File: src/rtl/uart_cmd_decoder_if.sv
// -----------------------------------------------------------------------------
// uart_cmd_decoder_if
//
// Groups every data/handshake signal around the UART command decoder:
//   RX side  : RX_P_DATA, RX_D_VLD                    (from UART receiver)
//   RF side  : RF_ADDR, RF_WR_EN, RF_RD_EN, RF_WR_DATA (to register file)
//              RF_RD_DATA, RF_RD_DATA_VLD              (from register file)
//   TX side  : TX_P_DATA, TX_D_VLD                     (to UART transmitter)
//              TX_BUSY                                 (from UART transmitter)
//   Status   : FRAME_ERR                               (one-cycle error pulse)
//
// modport master : the decoder itself (drives RF/TX requests and FRAME_ERR)
// modport slave  : the surrounding RX/RF/TX environment
// -----------------------------------------------------------------------------
interface uart_cmd_decoder_if #(
    parameter int DATA_WIDTH = 8,
    parameter int ADDR_WIDTH = 4
);
    logic [DATA_WIDTH-1:0] RX_P_DATA;
    logic                  RX_D_VLD;
    logic [DATA_WIDTH-1:0] RF_RD_DATA;
    logic                  RF_RD_DATA_VLD;
    logic                  TX_BUSY;
    logic [ADDR_WIDTH-1:0] RF_ADDR;
    logic                  RF_WR_EN;
    logic                  RF_RD_EN;
    logic [DATA_WIDTH-1:0] RF_WR_DATA;
    logic [DATA_WIDTH-1:0] TX_P_DATA;
    logic                  TX_D_VLD;
    logic                  FRAME_ERR;

    modport master (
        input  RX_P_DATA, RX_D_VLD, RF_RD_DATA, RF_RD_DATA_VLD, TX_BUSY,
        output RF_ADDR, RF_WR_EN, RF_RD_EN, RF_WR_DATA, TX_P_DATA, TX_D_VLD,
               FRAME_ERR
    );

    modport slave (
        output RX_P_DATA, RX_D_VLD, RF_RD_DATA, RF_RD_DATA_VLD, TX_BUSY,
        input  RF_ADDR, RF_WR_EN, RF_RD_EN, RF_WR_DATA, TX_P_DATA, TX_D_VLD,
               FRAME_ERR
    );
endinterface

File: src/rtl/uart_cmd_decoder.sv
// -----------------------------------------------------------------------------
// uart_cmd_decoder
//
// Assembles bytes from a UART receiver into register-file commands:
//   write frame : 0xAA, ADDR, DATA  -> one RF_WR_EN strobe
//   read frame  : 0xBB, ADDR        -> one RF_RD_EN strobe, then the returned
//                                      RF_RD_DATA is sent as one TX byte
// Unknown command bytes, out-of-range addresses, bytes arriving while a read
// reply is pending, and frames that stall for TIMEOUT cycles each produce a
// one-cycle FRAME_ERR pulse. All outputs are registered.
//
// Ports:
//   CLK  : clock, rising edge
//   RST  : synchronous, active-high reset
//   bus  : uart_cmd_decoder_if.master (RX input, RF request/response, TX
//          request/busy, FRAME_ERR)
//
// Parameters:
//   DATA_WIDTH : byte width of RX/TX/register data
//   ADDR_WIDTH : register address width (<= DATA_WIDTH)
//   TIMEOUT    : idle cycles tolerated inside a frame before abort (>= 2)
// -----------------------------------------------------------------------------
module uart_cmd_decoder #(
    parameter int DATA_WIDTH = 8,
    parameter int ADDR_WIDTH = 4,
    parameter int TIMEOUT    = 1024
) (
    input  logic                  CLK,
    input  logic                  RST,
    uart_cmd_decoder_if.master    bus
);

    localparam int CNT_W = $clog2(TIMEOUT + 1);

    localparam logic [DATA_WIDTH-1:0] CMD_WR = DATA_WIDTH'(8'hAA);
    localparam logic [DATA_WIDTH-1:0] CMD_RD = DATA_WIDTH'(8'hBB);

    // The counter value seen on the last tolerated idle cycle; an idle cycle
    // observed with this value is the TIMEOUT-th one and aborts the frame.
    localparam logic [CNT_W-1:0] CNT_LAST = CNT_W'(TIMEOUT - 1);
    localparam logic [CNT_W-1:0] CNT_MAX  = CNT_W'(TIMEOUT);

    typedef enum logic [2:0] {
        IDLE,
        WR_ADDR,
        WR_DATA,
        RD_ADDR,
        RD_WAIT,
        TX_SEND
    } state_t;

    state_t                state_q,      state_d;
    logic [CNT_W-1:0]      cnt_q,        cnt_d;
    logic [ADDR_WIDTH-1:0] rf_addr_q,    rf_addr_d;
    logic [DATA_WIDTH-1:0] rf_wr_data_q, rf_wr_data_d;
    logic [DATA_WIDTH-1:0] tx_p_data_q,  tx_p_data_d;
    logic                  rf_wr_en_q,   rf_wr_en_d;
    logic                  rf_rd_en_q,   rf_rd_en_d;
    logic                  tx_d_vld_q,   tx_d_vld_d;
    logic                  frame_err_q,  frame_err_d;

    logic                  rx_vld;
    logic [DATA_WIDTH-1:0] rx_byte;
    logic                  addr_bad;
    logic                  timed_out;
    logic [CNT_W-1:0]      cnt_inc;
    logic                  rd_data_ok;

    assign rx_vld  = bus.RX_D_VLD;
    assign rx_byte = bus.RX_P_DATA;

    // Any bit above the address field makes the byte an illegal address.
    // A shift keeps this valid even when ADDR_WIDTH == DATA_WIDTH.
    assign addr_bad = (rx_byte >> ADDR_WIDTH) != '0;

    assign timed_out = (cnt_q >= CNT_LAST);

    // Saturating increment: the counter must never wrap back to zero.
    assign cnt_inc = (cnt_q == CNT_MAX) ? cnt_q : cnt_q + 1'b1;

    // Read data is only taken from the cycle after the RF_RD_EN strobe; a
    // pulse coincident with the strobe cannot be an answer to it.
    assign rd_data_ok = bus.RF_RD_DATA_VLD && !rf_rd_en_q;

    always_comb begin
        // NOTE: every *_d gets a default before the case so no path leaves a
        // variable unassigned, which would otherwise infer a latch.
        state_d      = state_q;
        cnt_d        = cnt_q;
        rf_addr_d    = rf_addr_q;
        rf_wr_data_d = rf_wr_data_q;
        tx_p_data_d  = tx_p_data_q;
        rf_wr_en_d   = 1'b0;
        rf_rd_en_d   = 1'b0;
        tx_d_vld_d   = 1'b0;
        frame_err_d  = 1'b0;

        unique case (state_q)
            IDLE: begin
                cnt_d = '0;
                if (rx_vld) begin
                    if (rx_byte == CMD_WR) begin
                        state_d = WR_ADDR;
                    end else if (rx_byte == CMD_RD) begin
                        state_d = RD_ADDR;
                    end else begin
                        frame_err_d = 1'b1;
                    end
                end
            end

            WR_ADDR, RD_ADDR: begin
                cnt_d = cnt_inc;
                // A byte arriving on the timeout cycle takes precedence.
                if (rx_vld) begin
                    if (addr_bad) begin
                        frame_err_d = 1'b1;
                        state_d     = IDLE;
                    end else begin
                        rf_addr_d = rx_byte[ADDR_WIDTH-1:0];
                        if (state_q == WR_ADDR) begin
                            state_d = WR_DATA;
                        end else begin
                            rf_rd_en_d = 1'b1;
                            state_d    = RD_WAIT;
                        end
                    end
                end else if (timed_out) begin
                    frame_err_d = 1'b1;
                    state_d     = IDLE;
                end
            end

            WR_DATA: begin
                cnt_d = cnt_inc;
                if (rx_vld) begin
                    rf_wr_data_d = rx_byte;
                    rf_wr_en_d   = 1'b1;
                    state_d      = IDLE;
                end else if (timed_out) begin
                    frame_err_d = 1'b1;
                    state_d     = IDLE;
                end
            end

            RD_WAIT: begin
                cnt_d = cnt_inc;
                // Stray RX bytes are dropped but do not disturb the read.
                if (rx_vld) begin
                    frame_err_d = 1'b1;
                end
                if (rd_data_ok) begin
                    tx_p_data_d = bus.RF_RD_DATA;
                    state_d     = TX_SEND;
                end else if (timed_out) begin
                    frame_err_d = 1'b1;
                    state_d     = IDLE;
                end
            end

            TX_SEND: begin
                // Waiting on the transmitter is unbounded by design.
                cnt_d = '0;
                if (rx_vld) begin
                    frame_err_d = 1'b1;
                end
                if (!bus.TX_BUSY) begin
                    tx_d_vld_d = 1'b1;
                    state_d    = IDLE;
                end
            end

            default: begin
                state_d = IDLE;
            end
        endcase

        // Every accepted byte moves the FSM to a new state, so clearing on
        // state change covers both "state entry" and "accepted byte".
        if (state_d != state_q) begin
            cnt_d = '0;
        end
    end

    always_ff @(posedge CLK) begin
        if (RST) begin
            // NOTE: the datapath registers (address, write data, reply byte)
            // are reset too, so every output reads 0 straight out of reset.
            state_q      <= IDLE;
            cnt_q        <= '0;
            rf_addr_q    <= '0;
            rf_wr_data_q <= '0;
            tx_p_data_q  <= '0;
            rf_wr_en_q   <= 1'b0;
            rf_rd_en_q   <= 1'b0;
            tx_d_vld_q   <= 1'b0;
            frame_err_q  <= 1'b0;
        end else begin
            // NOTE: non-blocking assignments so every register samples the
            // pre-edge values regardless of statement order.
            state_q      <= state_d;
            cnt_q        <= cnt_d;
            rf_addr_q    <= rf_addr_d;
            rf_wr_data_q <= rf_wr_data_d;
            tx_p_data_q  <= tx_p_data_d;
            rf_wr_en_q   <= rf_wr_en_d;
            rf_rd_en_q   <= rf_rd_en_d;
            tx_d_vld_q   <= tx_d_vld_d;
            frame_err_q  <= frame_err_d;
        end
    end

    assign bus.RF_ADDR    = rf_addr_q;
    assign bus.RF_WR_DATA = rf_wr_data_q;
    assign bus.RF_WR_EN   = rf_wr_en_q;
    assign bus.RF_RD_EN   = rf_rd_en_q;
    assign bus.TX_P_DATA  = tx_p_data_q;
    assign bus.TX_D_VLD   = tx_d_vld_q;
    assign bus.FRAME_ERR  = frame_err_q;

endmodule

File: src/flat_wrapper.sv
// flat-port wrapper written by rule: the top's interface ports become plain ports
module uart_cmd_decoder_flat 
#(
    parameter int DATA_WIDTH = 8,
    parameter int ADDR_WIDTH = 4,
    parameter int TIMEOUT    = 1024
)
  (CLK, RST, bus_RX_P_DATA, bus_RX_D_VLD, bus_RF_RD_DATA, bus_RF_RD_DATA_VLD, bus_TX_BUSY, bus_RF_ADDR, bus_RF_WR_EN, bus_RF_RD_EN, bus_RF_WR_DATA, bus_TX_P_DATA, bus_TX_D_VLD, bus_FRAME_ERR);
  uart_cmd_decoder_if #(.DATA_WIDTH(DATA_WIDTH), .ADDR_WIDTH(ADDR_WIDTH)) bus_i ();
  input  logic CLK;
  input  logic RST;
  input wire logic [$bits(bus_i.RX_P_DATA)-1:0] bus_RX_P_DATA;
  input wire logic [$bits(bus_i.RX_D_VLD)-1:0] bus_RX_D_VLD;
  input wire logic [$bits(bus_i.RF_RD_DATA)-1:0] bus_RF_RD_DATA;
  input wire logic [$bits(bus_i.RF_RD_DATA_VLD)-1:0] bus_RF_RD_DATA_VLD;
  input wire logic [$bits(bus_i.TX_BUSY)-1:0] bus_TX_BUSY;
  output wire logic [$bits(bus_i.RF_ADDR)-1:0] bus_RF_ADDR;
  output wire logic [$bits(bus_i.RF_WR_EN)-1:0] bus_RF_WR_EN;
  output wire logic [$bits(bus_i.RF_RD_EN)-1:0] bus_RF_RD_EN;
  output wire logic [$bits(bus_i.RF_WR_DATA)-1:0] bus_RF_WR_DATA;
  output wire logic [$bits(bus_i.TX_P_DATA)-1:0] bus_TX_P_DATA;
  output wire logic [$bits(bus_i.TX_D_VLD)-1:0] bus_TX_D_VLD;
  output wire logic [$bits(bus_i.FRAME_ERR)-1:0] bus_FRAME_ERR;
  assign bus_i.RX_P_DATA = bus_RX_P_DATA;
  assign bus_i.RX_D_VLD = bus_RX_D_VLD;
  assign bus_i.RF_RD_DATA = bus_RF_RD_DATA;
  assign bus_i.RF_RD_DATA_VLD = bus_RF_RD_DATA_VLD;
  assign bus_i.TX_BUSY = bus_TX_BUSY;
  assign bus_RF_ADDR = bus_i.RF_ADDR;
  assign bus_RF_WR_EN = bus_i.RF_WR_EN;
  assign bus_RF_RD_EN = bus_i.RF_RD_EN;
  assign bus_RF_WR_DATA = bus_i.RF_WR_DATA;
  assign bus_TX_P_DATA = bus_i.TX_P_DATA;
  assign bus_TX_D_VLD = bus_i.TX_D_VLD;
  assign bus_FRAME_ERR = bus_i.FRAME_ERR;
  uart_cmd_decoder #(.DATA_WIDTH(DATA_WIDTH), .ADDR_WIDTH(ADDR_WIDTH), .TIMEOUT(TIMEOUT)) u_core (.CLK(CLK), .RST(RST), .bus(bus_i));
endmodule
File: config.mk
export PLATFORM = sky130hd
export DESIGN_NAME = uart_cmd_decoder_flat
export DESIGN_NICKNAME = d
export VERILOG_FILES = /design/src/rtl/uart_cmd_decoder_if.sv /design/src/rtl/uart_cmd_decoder.sv /design/src/flat_wrapper.sv
export SDC_FILE = /design/constraint.sdc
export NUM_CORES = 1
export LEC_CHECK = 0
export BUFFER_PORTS_ARGS = -buffer_cell sky130_fd_sc_hd__buf_2
export CAP_MARGIN = 10
export CELL_PAD_IN_SITES_DETAIL_PLACEMENT = 2
export CELL_PAD_IN_SITES_GLOBAL_PLACEMENT = 2
export CORE_MARGIN = 2
export CORE_UTILIZATION = 33
export CTS_BUF_LIST = sky130_fd_sc_hd__clkbuf_8 sky130_fd_sc_hd__clkbuf_16
export DETAILED_ROUTE_END_ITERATION = 10
export PLACE_DENSITY = 0.9
export SYNTH_ARGS = -nofsm -noshare
export SYNTH_HDL_FRONTEND = slang
export SYNTH_SLANG_ARGS = --single-unit
File: constraint.sdc
create_clock -name CLK -period 3.06 [get_ports CLK]
set_clock_uncertainty 0.05 [all_clocks]
set_input_delay 0.612 -clock CLK [delete_from_list [all_inputs] [get_ports CLK]]
set_output_delay 0.612 -clock CLK [all_outputs]
set_load 0.02 [all_outputs]
==> run_summary.xml <==
<?xml version="1.0" encoding="UTF-8"?>
<metrics>
  <group name="status">
    <metric name="run_status" unit="">completed</metric>
  </group>
  <group name="sta">
    <metric name="max_slew.worst_pin.slew" unit="ns">0.762</metric>
    <metric name="timing.final.setup_violations" unit="">0</metric>
    <metric name="finalSetupTns" unit="ns">0</metric>
    <metric name="fmax" unit="MHz">404</metric>
    <metric name="timing.final.crit_share" unit="%">80.9</metric>
    <metric name="finalHoldViolations" unit="">0</metric>
    <metric name="hold_ws" unit="ns">0.407</metric>
    <metric name="final_max_slew_viol_count" unit="">0</metric>
    <metric name="min_cycle_time_layout" unit="ns">2.47</metric>
    <metric name="slew_headroom" unit="%">49.0</metric>
    <metric name="rsz0062_at_grt" unit="">false</metric>
    <metric name="final_critical_path_setup_slack" unit="ns">0.585</metric>
  </group>
  <group name="worst_hold_path">
    <metric name="hold_removal_path_class" unit="">register to register</metric>
    <metric name="whs_path_depth" unit="">2</metric>
  </group>
  <group name="critical_path">
    <metric name="cp_slowest_stage_delay" unit="ns">0.59</metric>
    <metric name="critical_path_arrival" unit="ns">2.57</metric>
    <metric name="worstPathCellList" unit="">ha_1 &gt; a21o_1 &gt; a41oi_4 &gt; a311oi_2 &gt; mux2i_2 &gt; nor3_1</metric>
    <metric name="r2r_end" unit="">u_core.cnt_q[9]</metric>
    <metric name="critical_path.reg2reg.startpoint" unit="">u_core.cnt_q[1]</metric>
    <metric name="timing.critical_path.max_delay_family" unit="">compound AO/OA/AOI/OAI gates</metric>
    <metric name="worst_ep_required_time" unit="ns">3.16</metric>
    <metric name="cp.depth" unit="">6</metric>
    <metric name="crit_path_max_fanout" unit="">10</metric>
    <metric name="crit_type" unit="">register to register</metric>
    <metric name="worstPathBufferInverterCount" unit="">0</metric>
    <metric name="worstSetupEndpointType" unit="">register</metric>
    <metric name="crit_slowest_cell" unit="">sky130_fd_sc_hd__mux2i_2</metric>
    <metric name="ff2ff_path_depth" unit="">6</metric>
    <metric name="worst_setup_path_start_kind" unit="">register</metric>
    <metric name="worstSetupStartpoint" unit="">u_core.cnt_q[1]</metric>
    <metric name="worst-r2r-setup-slack" unit="ns">0.59</metric>
    <metric name="critPathCapture" unit="">u_core.cnt_q[9]</metric>
  </group>
  <group name="grt">
    <metric name="number_of_global_route_vias_before_repair" unit="">1901</metric>
    <metric name="initial_antenna_violation_count" unit="">0</metric>
    <metric name="met2_usage" unit="%">37.5</metric>
    <metric name="grt_pass1_wl" unit="um">9440</metric>
    <metric name="most_heavily_used_metal_layer_in_global_routing" unit="">met2</metric>
    <metric name="pin_count_of_the_biggest_net_entering_global_routing" unit="">27</metric>
    <metric name="grt.met3_usage" unit="%">3.49</metric>
    <metric name="grt_use_met1" unit="%">22.2</metric>
    <metric name="grt_util_all_layers" unit="%">20.1</metric>
    <metric name="grt_overflow_total" unit="">0</metric>
  </group>
  <group name="synthesis">
    <metric name="postSynthNetCount" unit="">226</metric>
    <metric name="yosys.area.top_type_share" unit="%">42.5</metric>
    <metric name="most_frequently_used_flop_master_after_synthesis" unit="">sky130_fd_sc_hd__dfxtp_1</metric>
    <metric name="synth-seq-area-share" unit="%">42.5</metric>
    <metric name="synth_common_cells" unit="">38 x sky130_fd_sc_hd__dfxtp_1, 24 x sky130_fd_sc_hd__nand2_1, 23 x sky130_fd_sc_hd__nor2_1</metric>
    <metric name="synth-edff-count" unit="">0</metric>
    <metric name="synthDistinctLibCells" unit="">41</metric>
    <metric name="syn-cell-area" unit="mm^2">0.00179</metric>
    <metric name="cell_taking_the_most_area_after_synthesis" unit="">sky130_fd_sc_hd__dfxtp_1</metric>
    <metric name="yosys.cell_count.top_type" unit="">sky130_fd_sc_hd__dfxtp_1</metric>
    <metric name="netlist_top_cells_area" unit="">sky130_fd_sc_hd__dfxtp_1 43%, sky130_fd_sc_hd__mux2i_1 6.7%, sky130_fd_sc_hd__nand2_1 5.0%, sky130_fd_sc_hd__nor2_1 4.8%, sky130_fd_sc_hd__a21oi_1 3.9%</metric>
    <metric name="synth.ff_latch_count" unit="">38</metric>
    <metric name="synth.yosys.warnings" unit="">0</metric>
    <metric name="synthArstFlopShare" unit="%">0</metric>
    <metric name="synth_area_per_cell" unit="um^2">8.81</metric>
    <metric name="postSynthCellCount" unit="">203</metric>
  </group>
  <group name="cells_and_area">
    <metric name="ff_latch_area" unit="um^2">761</metric>
    <metric name="multi_input_comb_area" unit="um^2">980</metric>
    <metric name="final_layout_size_suffix_gt1_share" unit="%">24.9</metric>
    <metric name="nFillCells" unit="">587</metric>
    <metric name="finalInstanceArea" unit="mm^2">0.00218</metric>
    <metric name="finish.cell_count_without_fillers" unit="">319</metric>
    <metric name="layout.nets" unit="">271</metric>
    <metric name="antenna_cells_inserted" unit="">0</metric>
    <metric name="final_core_util" unit="%">42.1</metric>
    <metric name="syn2layout_area_growth" unit="%">21.7</metric>
  </group>
  <group name="drt">
    <metric name="avgRoutedWirePerCell" unit="um">17.7</metric>
    <metric name="viasPerCell" unit="">5.25</metric>
    <metric name="drt_first_pass_iters" unit="">4</metric>
    <metric name="drt_first_iter_violations" unit="">34</metric>
    <metric name="finalWirelength" unit="um">5640</metric>
    <metric name="vias" unit="">1676</metric>
    <metric name="remaining_number_of_nets_flagged_by_the_antenna_check_after_routing" unit="">0</metric>
    <metric name="detail_route.drc_violations" unit="">0</metric>
  </group>
  <group name="clock_tree">
    <metric name="cts_hold_buffers" unit="">0</metric>
    <metric name="cts_inserted_buffers" unit="">5</metric>
    <metric name="post-cts-setup-buffers" unit="">0</metric>
    <metric name="clock_path_buffers" unit="">2</metric>
    <metric name="clk_pin_slew_worst_paths" unit="ns">0.08</metric>
    <metric name="cts_tree" unit="">built</metric>
    <metric name="cts.repair.resized" unit="">0</metric>
    <metric name="ctsHtreeMaxLevel" unit="">2</metric>
    <metric name="clk_lat_worst_skew" unit="ns">0.29</metric>
    <metric name="cts-root-buf" unit="">sky130_fd_sc_hd__clkbuf_8</metric>
    <metric name="clock_sink_count" unit="">38</metric>
  </group>
  <group name="floorplanning">
    <metric name="rows" unit="">26</metric>
    <metric name="chipHeight" unit="um">77.6</metric>
    <metric name="area_of_the_die" unit="mm^2">0.00603</metric>
    <metric name="floorplan.core_area" unit="mm^2">0.00517</metric>
    <metric name="dieWidth" unit="um">77.6</metric>
    <metric name="io_pins" unit="">45</metric>
    <metric name="initial_utilization" unit="%">34.6</metric>
  </group>
  <group name="placement">
    <metric name="place_area" unit="mm^2">0.00208</metric>
    <metric name="numPortBuffers" unit="">44</metric>
    <metric name="placed_cells" unit="">311</metric>
    <metric name="place.gp.congestion" unit="">0.802</metric>
    <metric name="dp_worst_setup_slack" unit="ns">0.481</metric>
    <metric name="hpwl" unit="um">4250</metric>
  </group>
  <group name="pwr">
    <metric name="total_leakage_power" unit="nW">0.920</metric>
    <metric name="power_density" unit="mW/mm^2">420</metric>
    <metric name="finalPower" unit="mW">0.915</metric>
    <metric name="vdd.ir_drop.worst" unit="mV">0.274</metric>
  </group>
  <group name="job">
    <metric name="cap_viol_max_count" unit="">0</metric>
  </group>
</metrics>
-- metal layers --
metal	wire [um]	part of all wire (%)	vias to the layer above
li1	-	-	809
met1	2380	42	830
met2	2970	53	32
met3	193	3.4	5
met4	83	1.5	0
met5	0	0	-
-- report_power, final --
part / total (mW) / switching [mW] / internal [mW]
Sequential: 0.497 / 0.00119 / 0.496
Clock: 0.366 / 0.185 / 0.181
Combinational: 0.0526 / 0.0331 / 0.0195
Total: 0.915 / 0.219 / 0.696
-- worst min-delay path by stage --
| stage | start | to | slack (ns) |
|---|---|---|---|
| after floorplan | u_core.cnt_q[9] | u_core.cnt_q[9] | 0.48 |
| after global placement | u_core.bus.RF_WR_DATA[1] | u_core.bus.RF_WR_DATA[1] | 0.39 |
| after detailed placement | u_core.bus.RF_WR_DATA[6] | u_core.bus.RF_WR_DATA[6] | 0.40 |
| after CTS | u_core.bus.RF_WR_DATA[6] | u_core.bus.RF_WR_DATA[6] | 0.41 |
| after global routing | u_core.bus.RF_WR_DATA[0] | u_core.bus.RF_WR_DATA[0] | 0.45 |
| final | u_core.bus.RF_WR_DATA[6] | u_core.bus.RF_WR_DATA[6] | 0.41 |
-- cells in the final DEF, fill, tap and decap left out, types with 3 or more instances in the layout --
master	synthesis	layout
sky130_fd_sc_hd__dfxtp_1	38	38
sky130_fd_sc_hd__and2_1	3	3
sky130_fd_sc_hd__clkbuf_8	0	6
sky130_fd_sc_hd__mux2i_1	12	12
sky130_fd_sc_hd__nor4_1	6	6
sky130_fd_sc_hd__a21oi_1	14	14
sky130_fd_sc_hd__xor2_1	6	6
sky130_fd_sc_hd__inv_1	5	5
sky130_fd_sc_hd__nand2b_1	4	4
sky130_fd_sc_hd__a21o_1	3	3
sky130_fd_sc_hd__o21ai_0	3	3
sky130_fd_sc_hd__nand3_1	4	4
sky130_fd_sc_hd__nand2_1	24	24
sky130_fd_sc_hd__nor2b_1	4	4
sky130_fd_sc_hd__xnor2_1	4	4
sky130_fd_sc_hd__buf_2	0	44
sky130_fd_sc_hd__nor2_1	23	23
sky130_fd_sc_hd__nor3_1	11	11
-- flip-flops by register name, summed over array words and instances, names as in the netlist --
register               count
u_core.state_q             3
u_core.bus.TX_D_VLD        1
u_core.bus.TX_P_DATA       8
u_core.cnt_q              11
u_core.bus.RF_ADDR         4
u_core.bus.FRAME_ERR       1
u_core.bus.RF_WR_EN        1
u_core.bus.RF_RD_EN        1
u_core.bus.RF_WR_DATA      8
-- tightest hold or removal path: cells and delay by family (launching register included) --
kind,cells,cell delay (ns)
flip-flops,1,0.31
AND/OR/NAND/NOR,1,0.05
AO/OA/AOI/OAI,1,0.05
-- cell type report --
class	instances	area share [%]
multi-input combinational	152	45.0
sequential	38	34.9
timing repair buffer	46	10.8
tap	70	4.02
clock buffer	6	3.79
inverter	5	0.862
clock inverter	2	0.575
-- cell families (layout without fill, tap and decap cells) --
| kind of cell | after synthesis | in the layout | share of synthesized area [%] |
|---|---|---|---|
| adder cells (fa/ha/maj) | 2 | 2 | 1.40 |
| buffers and inverters | 13 | 59 | 2.73 |
| multiplexers | 14 | 14 | 8.11 |
| AO/OA/AOI/OAI | 33 | 33 | 13.6 |
| flip-flops | 38 | 38 | 42.5 |
| AND/OR/NAND/NOR | 92 | 92 | 26.5 |
| other | 1 | 1 | 0.210 |
| XOR/XNOR | 10 | 10 | 4.89 |
Power figures use the tool's default switching activity.
